<file path="src/rtl/traffic_phase_sched.sv">
// Two-approach signal phase scheduler: BCD countdown on a 1 Hz strobe, pedestrian walk service,
// emergency preemption and a disabled mode. Optional `FLASH_YELLOW_EN flashes yellow while disabled.
module traffic_phase_sched #(
    parameter logic [7:0] T_GREEN  = 8'h40,
    parameter logic [7:0] T_YELLOW = 8'h05,
    parameter logic [7:0] T_LEFT   = 8'h15,
    parameter logic [7:0] T_ALLRED = 8'h02,
    parameter logic [7:0] T_PED    = 8'h20
) (
    input  logic       CLK,
    input  logic       RST,
    input  logic       TICK,
    input  logic       EN,
    input  logic       PED_REQA,
    input  logic       PED_REQB,
    input  logic       PREEMPT,
    output logic [3:0] LAMPA,
    output logic [3:0] LAMPB,
    output logic       WALKA,
    output logic       WALKB,
    output logic [7:0] COUNT,
    output logic [3:0] PHASE
);
    typedef enum logic [3:0] {
        A_GRN = 4'd0, A_YEL1 = 4'd1, A_LEFT = 4'd2, A_YEL2 = 4'd3, A_RED = 4'd4,
        B_GRN = 4'd5, B_YEL1 = 4'd6, B_LEFT = 4'd7, B_YEL2 = 4'd8, B_RED = 4'd9,
        PRE_HOLD = 4'd10, DISABLED = 4'd11
    } state_t;

    localparam logic [3:0] L_RED = 4'd8, L_YEL = 4'd4, L_GRN = 4'd2, L_LEFT = 4'd1;
    // Valid BCD orders the same as binary, so a plain compare gives the max.
    localparam logic [7:0] T_GRN_WALK = (T_PED > T_GREEN) ? T_PED : T_GREEN;

    state_t     state, state_nx;
    logic [7:0] count, count_nx;
    logic       pend_a, pend_b, pend_a_nx, pend_b_nx;
    logic       walk_a, walk_b, walk_a_nx, walk_b_nx;

    function automatic state_t succ(input state_t s);
        case (s)
            A_GRN:   succ = A_YEL1;
            A_YEL1:  succ = A_LEFT;
            A_LEFT:  succ = A_YEL2;
            A_YEL2:  succ = A_RED;
            A_RED:   succ = B_GRN;
            B_GRN:   succ = B_YEL1;
            B_YEL1:  succ = B_LEFT;
            B_LEFT:  succ = B_YEL2;
            B_YEL2:  succ = B_RED;
            B_RED:   succ = A_GRN;
            default: succ = B_RED;
        endcase
    endfunction

    function automatic logic [7:0] dur(input state_t s);
        case (s)
            A_GRN, B_GRN:                  dur = T_GREEN;
            A_YEL1, A_YEL2, B_YEL1, B_YEL2: dur = T_YELLOW;
            A_LEFT, B_LEFT:                dur = T_LEFT;
            A_RED, B_RED:                  dur = T_ALLRED;
            default:                       dur = 8'h00;
        endcase
    endfunction

    function automatic logic [7:0] bcd_dec(input logic [7:0] v);
        if (v[3:0] == 4'd0) bcd_dec = {v[7:4] - 4'd1, 4'd9};
        else                bcd_dec = {v[7:4], v[3:0] - 4'd1};
    endfunction

    always_ff @(posedge CLK) begin
        if (RST) begin
            state  <= B_RED;
            count  <= T_ALLRED;
            pend_a <= 1'b0;
            pend_b <= 1'b0;
            walk_a <= 1'b0;
            walk_b <= 1'b0;
        end else begin
            state  <= state_nx;
            count  <= count_nx;
            pend_a <= pend_a_nx;
            pend_b <= pend_b_nx;
            walk_a <= walk_a_nx;
            walk_b <= walk_b_nx;
        end
    end

    always_comb begin
        state_nx  = state;
        count_nx  = count;
        pend_a_nx = pend_a | PED_REQA;
        pend_b_nx = pend_b | PED_REQB;
        walk_a_nx = walk_a;
        walk_b_nx = walk_b;
        if (!EN) begin
            state_nx  = DISABLED;
            count_nx  = 8'h00;
            pend_a_nx = 1'b0;
            pend_b_nx = 1'b0;
        end else if (state == DISABLED) begin
            state_nx = B_RED;
            count_nx = T_ALLRED;
        end else if (state == PRE_HOLD) begin
            if (!PREEMPT) begin
                state_nx = B_RED;
                count_nx = T_ALLRED;
            end
        end else if (PREEMPT && (state == A_GRN || state == A_LEFT ||
                                 state == B_GRN || state == B_LEFT)) begin
            state_nx = succ(state);
            count_nx = T_YELLOW;
        end else if (TICK) begin
            if (count == 8'h01) begin
                // Only YEL/RED states reach here with PREEMPT high.
                state_nx = PREEMPT ? PRE_HOLD : succ(state);
                count_nx = dur(state_nx);
            end else begin
                count_nx = bcd_dec(count);
            end
        end
        // A walk is decided once, at green entry, from the latch as it stood before this cycle.
        if (state_nx != state) begin
            walk_a_nx = (state_nx == A_GRN) && pend_a;
            walk_b_nx = (state_nx == B_GRN) && pend_b;
            if (walk_a_nx) begin
                pend_a_nx = PED_REQA;
                count_nx  = T_GRN_WALK;
            end
            if (walk_b_nx) begin
                pend_b_nx = PED_REQB;
                count_nx  = T_GRN_WALK;
            end
        end
    end

    logic [3:0] lamp_dis;
`ifdef FLASH_YELLOW_EN
    logic flash;
    always_ff @(posedge CLK) begin
        if (RST || state != DISABLED) flash <= 1'b1;
        else if (TICK)                flash <= ~flash;
    end
    assign lamp_dis = flash ? L_YEL : 4'd0;
`else
    assign lamp_dis = L_RED;
`endif

    always_comb begin
        LAMPA = L_RED;
        LAMPB = L_RED;
        case (state)
            A_GRN:            LAMPA = L_GRN;
            A_YEL1, A_YEL2:   LAMPA = L_YEL;
            A_LEFT:           LAMPA = L_LEFT;
            B_GRN:            LAMPB = L_GRN;
            B_YEL1, B_YEL2:   LAMPB = L_YEL;
            B_LEFT:           LAMPB = L_LEFT;
            DISABLED: begin
                LAMPA = lamp_dis;
                LAMPB = lamp_dis;
            end
            default: ;
        endcase
        WALKA = walk_a;
        WALKB = walk_b;
        COUNT = count;
        PHASE = state;
    end
endmodule

</file>
<file path="config.mk">
export PLATFORM = sky130hd
export DESIGN_NAME = traffic_phase_sched
export DESIGN_NICKNAME = d
export VERILOG_FILES = /design/src/rtl/traffic_phase_sched.sv
export SDC_FILE = /design/constraint.sdc
export NUM_CORES = 1
export LEC_CHECK = 0
export CORE_MARGIN = 10
export CORE_UTILIZATION = 54
export DETAILED_ROUTE_END_ITERATION = 8
export HOLD_SLACK_MARGIN = 0.06
export PLACE_DENSITY_LB_ADDON = 0.12
export SYNTH_ARGS = -nofsm -noshare
export SYNTH_HDL_FRONTEND = slang
export SYNTH_SLANG_ARGS = --single-unit
</file>
<file path="constraint.sdc">
create_clock -name CLK -period 3 [get_ports CLK]
set_input_delay 0.6 -clock CLK [delete_from_list [all_inputs] [get_ports CLK]]
set_output_delay 0.6 -clock CLK [all_outputs]
set_load 0.01 [all_outputs]
</file>
Yosys cells after proc, flatten, opt, wreduce, memory -nomap -nowiden:

Memory sizes are Yosys's and may differ from the RTL's. A register that Yosys moved wholly into a read port is not among the register bits.
Index checks and enable logic that the tools add are counted.

* add/sub/neg operators: 2
* equality and inequality tests: 12
* mux-type cells: 35
* bitwise operators: 2
* reduce and logical (&&, ||, !) cells: 11

Operators by type and width (number)
* $mux W8: 11
* $mux W4: 16
* $pmux W4 S3: 2
* $eq A4 B3 Y1 const B: 4
* $eq A4 B4 Y1 const B: 3
* $logic_not A4 Y1: 3
* $eq A4 B2 Y1 const B: 2
* $eq A8 B1 Y1 const B: 1
* $sub A4 B1 Y4 const B: 2
* $mux W1: 6
* $eq A4 B1 Y1 const B: 1
* $ne A4 B4 Y1: 1
* $reduce_or A2 Y1: 2
* $logic_and A1 B1 Y1: 3
* $logic_or A1 B1 Y1: 3
* $or A1 B1 Y1: 2

* register bits: 16
* ROM bits: 208
* input bits: 7
* word-level logic and storage cells: 71
* memories kept: 3

Memories
* (name not given): depth 16, width 5, read ports 1, clocked after memory_dff 0, wr ports 0, RTL line 56 `case (s)`
* (name not given): depth 16, width 4, read ports 1, clocked after memory_dff 1, wr ports 0, RTL line 40 `case (s)`
* (name not given): depth 16, width 4, read ports 1, clocked after memory_dff 1, wr ports 0, RTL line 40

Logic depth before layout (Yosys ltp):

Gate-level depths: netlist of the first run.

* word-level depth: 21
* mapped depth: 10
* depth with buffers taken out: 10

Worst setup path after synthesis of the first run:

OpenSTA, ideal clock, no wires.

* path kind: reg2reg
* start point: reg count[4] (netlist: COUNT[4])
* end point: reg walk_a (netlist: WALKA)
* setup time: 0.121 ns
* arrival: 2.185 ns
* data required time: 2.879 ns
* setup slack: 0.694 ns
* stages on the path, launching flop included: 9
* buffers on the path: 0
* cells stage by stage: dfxtp_1 > inv_1 > ha_1 > and4bb_1 > a22oi_4 > o21ai_0 > a211oi_1 > and4_1 > mux2_2

* word-level cells in the longest chain between the ends: 9

Ends and longest elaborated chain
* start, declared: RTL line 35 `logic [7:0] count, count_nx;`
* start signal, assigned: RTL line 80 `count <= count_nx;`
* $eq A8 B1 Y1 *: RTL line 113 `if (count == 8'h01) begin`
* $mux W4 *: RTL line 113
* $mux W4 *: RTL line 112 `end else if (TICK) begin`
* $mux W4 *: RTL line 108 `end else if (PREEMPT && (state == A_GRN || state == A_LEFT ||`
* $mux W4 *: RTL line 103 `end else if (state == PRE_HOLD) begin`
* $mux W4 *: RTL line 100 `end else if (state == DISABLED) begin`
* $mux W4 *: RTL line 95 `if (!EN) begin`
* $logic_not A4 Y1: RTL line 123 `walk_a_nx = (state_nx == A_GRN) && pend_a;`
* $logic_and A1 B1 Y1: RTL line 123
* end signal, assigned: RTL line 83 `walk_a <= walk_a_nx;`
* end, declared: RTL line 37 `logic walk_a, walk_b, walk_a_nx, walk_b_nx;`

Mark *: on every way between the ends. The rest lies on a longest branch, timed or not.
A chain may end at the register's enable or synchronous reset.

Worst setup path after layout of the first run:

* start point: reg state[0] (netlist: PHASE[0])
* end point: out LAMPB[1]

* word-level cells in the longest chain between the ends: 3

Ends and longest elaborated chain
* start, declared: RTL line 34 `state_t state, state_nx;`
* start signal, assigned: RTL line 79 `state <= state_nx;`
* $eq A4 B3 Y1 / $eq A4 B4 Y1 (equally long branches): RTL line 151 `case (state)`
* $reduce_or A2 Y1: RTL line 151
* $pmux W4 S3 *: RTL line 151
* end, declared: RTL line 18 `output logic [3:0] LAMPB,`

Marked as above.

==> out/qor_table.md, run 1 <==
| Metric | Value | Unit |
| --- | --- | --- |
| Outcome | complete, no violations | - |
| Number of maximum-capacitance violations | 0 | - |
| Gp weighted congestion | 0.897 | - |
| Chip width | 77.1 | um |
| I/O pin count | 29 | - |
| Startpoint of the most critical register-to-register path | COUNT[4]$_SDFF_PP0_ | - |
| Total number of nets in the final design | 260 | - |
| Total of fill cells in the finished design | 276 | - |
| Async set-or-reset flop fraction in the synthesized netlist | 0 | - |
| Routed WL | 4990 | um |
| Number of max-slew violations in the final report | 0 | - |
| CTS clock-pin slew for the worst setup and hold paths | 0.11 | ns |
| Global-route wire length before repair | 8290 | um |
| Number of diodes | 0 | - |
| Clock insertion delay at the later pin of the skew report | 0.32 | ns |
| Flop and latch count out of synthesis | 20 | - |
| Setup CP Type | reg -> out | - |
| Sw power | 174 | uW |
| Startpoint kind of the worst setup timing path | flip-flop | - |
| Number of cells on the worst reg-to-reg path | 10 | - |
| Fraction of final layout cells sized beyond drive strength 1 | 0.151 | - |
| Number of remaining DRC errors | 0 | - |
| Height of the chip | 77.1 | um |
| Setup bufs post-CTS | 0 | - |
| Synthesis Warnings | 0 | - |
| Arrival time reported for the critical path endpoint | 2.17 | ns |
| Portion of the post-synthesis area used by sequential elements | 0.227 | - |
| Area of the die | 5940 | um2 |
| Clk buf depth | 2 | - |
| Fraction of power spent switching nets | 0.297 | - |
| Highest clock frequency the design can meet | 0.361 | GHz |
| Power Dens Cells | 279 | nW/um2 |
| Drt first-iter violations | 174 | - |
| Synth unique cells | 61 | - |
| Hold WC Path Type | reg -> reg | - |
| Final TNS setup | 0 | ns |
| Detailed-router iteration count before antenna repair | 6 | - |
| Register-to-register setup slack | 0.38 | ns |
| Number of flops mapped to enable cells by yosys | 0 | - |
| Util after Layout | 0.681 | - |
| Level count of the clock H-tree | 1 | - |
| Period minus WS final | 2.77 | ns |
| Required time at the endpoint of the critical path | 2.40 | ns |
| Routed vias/inst | 6.24 | - |
| Area growth from synthesis to layout | 19.0 | % |
| Endpoint class of the critical path | output pin | - |
| Slew margin rel. | 0.375 | - |
| Sequential group share of total power | 0.496 | - |
| CTS resizes | 0 | - |
| Internal Dissipation | 410 | uW |
| Power share of the combinational group | 0.222 | - |
| Via total after detailed routing | 1804 | - |
| Portion of the clock cycle consumed by the worst path in the final layout | 0.922 | - |
| Pin count of the biggest net entering global routing | 16 | - |
| Final number of hold-violating endpoints | 0 | - |
| Global route overflow | 0 | - |
| Placement row count | 20 | - |
| Number of hold buffers added after cts | 0 | - |
| Total half-perimeter wirelength after legalization and detailed placement | 3730 | um |
| Clock net sink count | 20 | - |
| Predominant post-synthesis flop cell | sky130_fd_sc_hd__dfxtp_1 | - |
| Share of total power in the clock network | 0.282 | - |
| Routed WL per cell | 17.3 | um |
| Synthesized cell area | 1760 | um2 |
| Worst Max-Slew Pin Slew | 0.927 | ns |
| Mean cell area of the mapped netlist | 8.15 | um2 |
| Clk root buf | sky130_fd_sc_hd__clkbuf_4 | - |
| Static leakage | 0.790 | nW |
| Via count of the first global-routing pass | 1617 | - |
| Number of CTS-inserted buffers | 3 | - |
| Number of cells traversed by the worst hold path | 2 | - |
| Net count of the mapped netlist | 230 | - |
| Worst IR drop on VDD | 0.000241 | V |
| Startpoint of the tightest hold check path | pend_b$_SDFF_PP0_ | - |
| Highest fanout seen on the critical path | 15 | - |
| Setup repair after global routing missed its margin | no | - |
| Initial core utilization | 0.572 | - |
| Setup violators final | 0 | - |
| End point of the most critical hold path | pend_b$_SDFF_PP0_ | - |
| CTS tree | yes | - |
| Gate count of the mapped netlist | 216 | - |
| I/O Buffers | 28 | - |
| Largest clock skew in the final design | 0.0116 | ns |
| Number of antenna-violating nets in the routed design | 0 | - |
| Combined global-route utilization of all metal layers | 0.163 | - |
| Area of the core | 3080 | um2 |
| Antenna violations before repair | 0 | - |
==> worst max path at each step <==
stage,start,end,slack (ns),depth (start not counted)
2_1_floorplan,COUNT[4]$_SDFF_PP0_,WALKA$_SDFFE_PP0N_,0.69,8
3_3_place_gp,TICK,flip-flop,0.12,9
3_5_place_dp,PREEMPT,WALKA$_SDFFE_PP0N_,0.002,7
4_1_cts,PHASE[0]$_SDFF_PP1_,LAMPB[1],0.25,3
5_1_grt,PHASE[0]$_SDFF_PP1_,LAMPB[1],0.10,3
6_report,PHASE[0]$_SDFF_PP1_,LAMPB[1],0.23,3
==> critical path, stage by stage (launching register included) <==
cell and delay (ns):
sky130_fd_sc_hd__dfxtp_1 0.71, sky130_fd_sc_hd__inv_1 0.23, sky130_fd_sc_hd__nor4_1 0.33, sky130_fd_sc_hd__clkdlybuf4s50_1 0.59
==> cell type report <==
class | instances | area, um2 | area share
repair buffers | 36 | 340 | 0.162
multi-input cells | 171 | 1210 | 0.578
flip-flops and latches | 20 | 400 | 0.191
clock buffers | 4 | 36.3 | 0.0173
well taps | 44 | 55.1 | 0.0263
inverters | 14 | 52.6 | 0.0251
==> synth_stat cells (3+ instances only) <==
cell | n | area, um2
sky130_fd_sc_hd__nor2b_1 | 7 | 43.8
sky130_fd_sc_hd__nand2_1 | 11 | 41.3
sky130_fd_sc_hd__nor3b_1 | 3 | 22.5
sky130_fd_sc_hd__nor3_1 | 10 | 50.1
sky130_fd_sc_hd__nand3_1 | 6 | 30.0
sky130_fd_sc_hd__inv_1 | 14 | 52.6
sky130_fd_sc_hd__clkbuf_1 | 5 | 18.8
sky130_fd_sc_hd__o21ai_0 | 20 | 100
sky130_fd_sc_hd__o211ai_1 | 3 | 22.5
sky130_fd_sc_hd__dfxtp_1 | 20 | 400
sky130_fd_sc_hd__a31oi_1 | 4 | 25.0
sky130_fd_sc_hd__or2_2 | 4 | 25.0
sky130_fd_sc_hd__ha_1 | 7 | 87.6
sky130_fd_sc_hd__a21oi_1 | 15 | 75.1
sky130_fd_sc_hd__nor2_1 | 18 | 67.6
sky130_fd_sc_hd__clkbuf_8 | 4 | 55.1
sky130_fd_sc_hd__mux2i_1 | 4 | 40.0
==> power groups by stage <==
stage | clock network (mW) | registers, mW | logic, mW
4_1_cts | 0.167 | 0.289 | 0.129
3_5_place_dp | 0 | 0.295 | 0.128
5_1_grt | 0.178 | 0.291 | 0.143
2_1_floorplan | 0 | 0.290 | 0.0924
6_report | 0.165 | 0.290 | 0.130
3_3_place_gp | 0 | 0.294 | 0.125
==> routing by layer <==
metal | up-vias | track usage | routed length [um]
met1 | 835 | 0.219 | 2180
met2 | 109 | 0.247 | 2200
met5 | - | 0 | 0
li1 | 851 | - | -
met4 | 0 | 0.0566 | 67
met3 | 9 | 0.0373 | 543
==> cells by family (layout without fill, tap and decap cells) <==
group	Yosys count	in the layout	share of synthesized area
buf+inv	25	54	0.0846
compound gates	69	69	0.281
xor+xnor	4	4	0.0242
simple gates	85	85	0.298
mux	6	6	0.0355
flops	20	20	0.227
fa+ha+maj	7	7	0.0497
==> per-stage QoR <==
step                      instances  setup WS [ns]  hold WS (ns)  power [mW]  instance area [um2]
final                           289          0.234         0.566       0.584                 2100
after global routing            289          0.102         0.604       0.612                 2100
after CTS                       289          0.246         0.559       0.585                 2100
after detailed placement        285        0.00187         0.539       0.423                 2060
after global placement          285          0.117         0.523       0.419                 2060
after floorplan                 216          0.694         0.495       0.382                 1760
==> layout by cell type (no fill, tap or decap), types with 3 or more instances in the layout <==
cell,count
sky130_fd_sc_hd__clkdlybuf4s50_1,28
sky130_fd_sc_hd__dfxtp_1,20
sky130_fd_sc_hd__o21ai_0,20
sky130_fd_sc_hd__nor2_1,18
sky130_fd_sc_hd__a21oi_1,15
sky130_fd_sc_hd__inv_1,14
sky130_fd_sc_hd__nand2_1,11
sky130_fd_sc_hd__nor3_1,10
sky130_fd_sc_hd__buf_4,8
sky130_fd_sc_hd__nor2b_1,7
sky130_fd_sc_hd__ha_1,7
sky130_fd_sc_hd__nand3_1,6
sky130_fd_sc_hd__or2_2,4
sky130_fd_sc_hd__a31oi_1,4
sky130_fd_sc_hd__mux2i_1,4
sky130_fd_sc_hd__nor3b_1,3
sky130_fd_sc_hd__o211ai_1,3
sky130_fd_sc_hd__clkbuf_4,3
(Power assumes the default switching activity.)
==> inputs of run 2 (changes only) <==
--- a/config.mk
+++ b/config.mk
@@ -10,6 +10,7 @@
 export DETAILED_ROUTE_END_ITERATION = 8
 export HOLD_SLACK_MARGIN = 0.06
 export PLACE_DENSITY_LB_ADDON = 0.12
+export SKIP_LAST_GASP = 1
 export SYNTH_ARGS = -nofsm -noshare
 export SYNTH_HDL_FRONTEND = slang
 export SYNTH_SLANG_ARGS = --single-unit
==> results of run 2 <==
No change in the layout: final DEF, timing and power equal those of run 1.
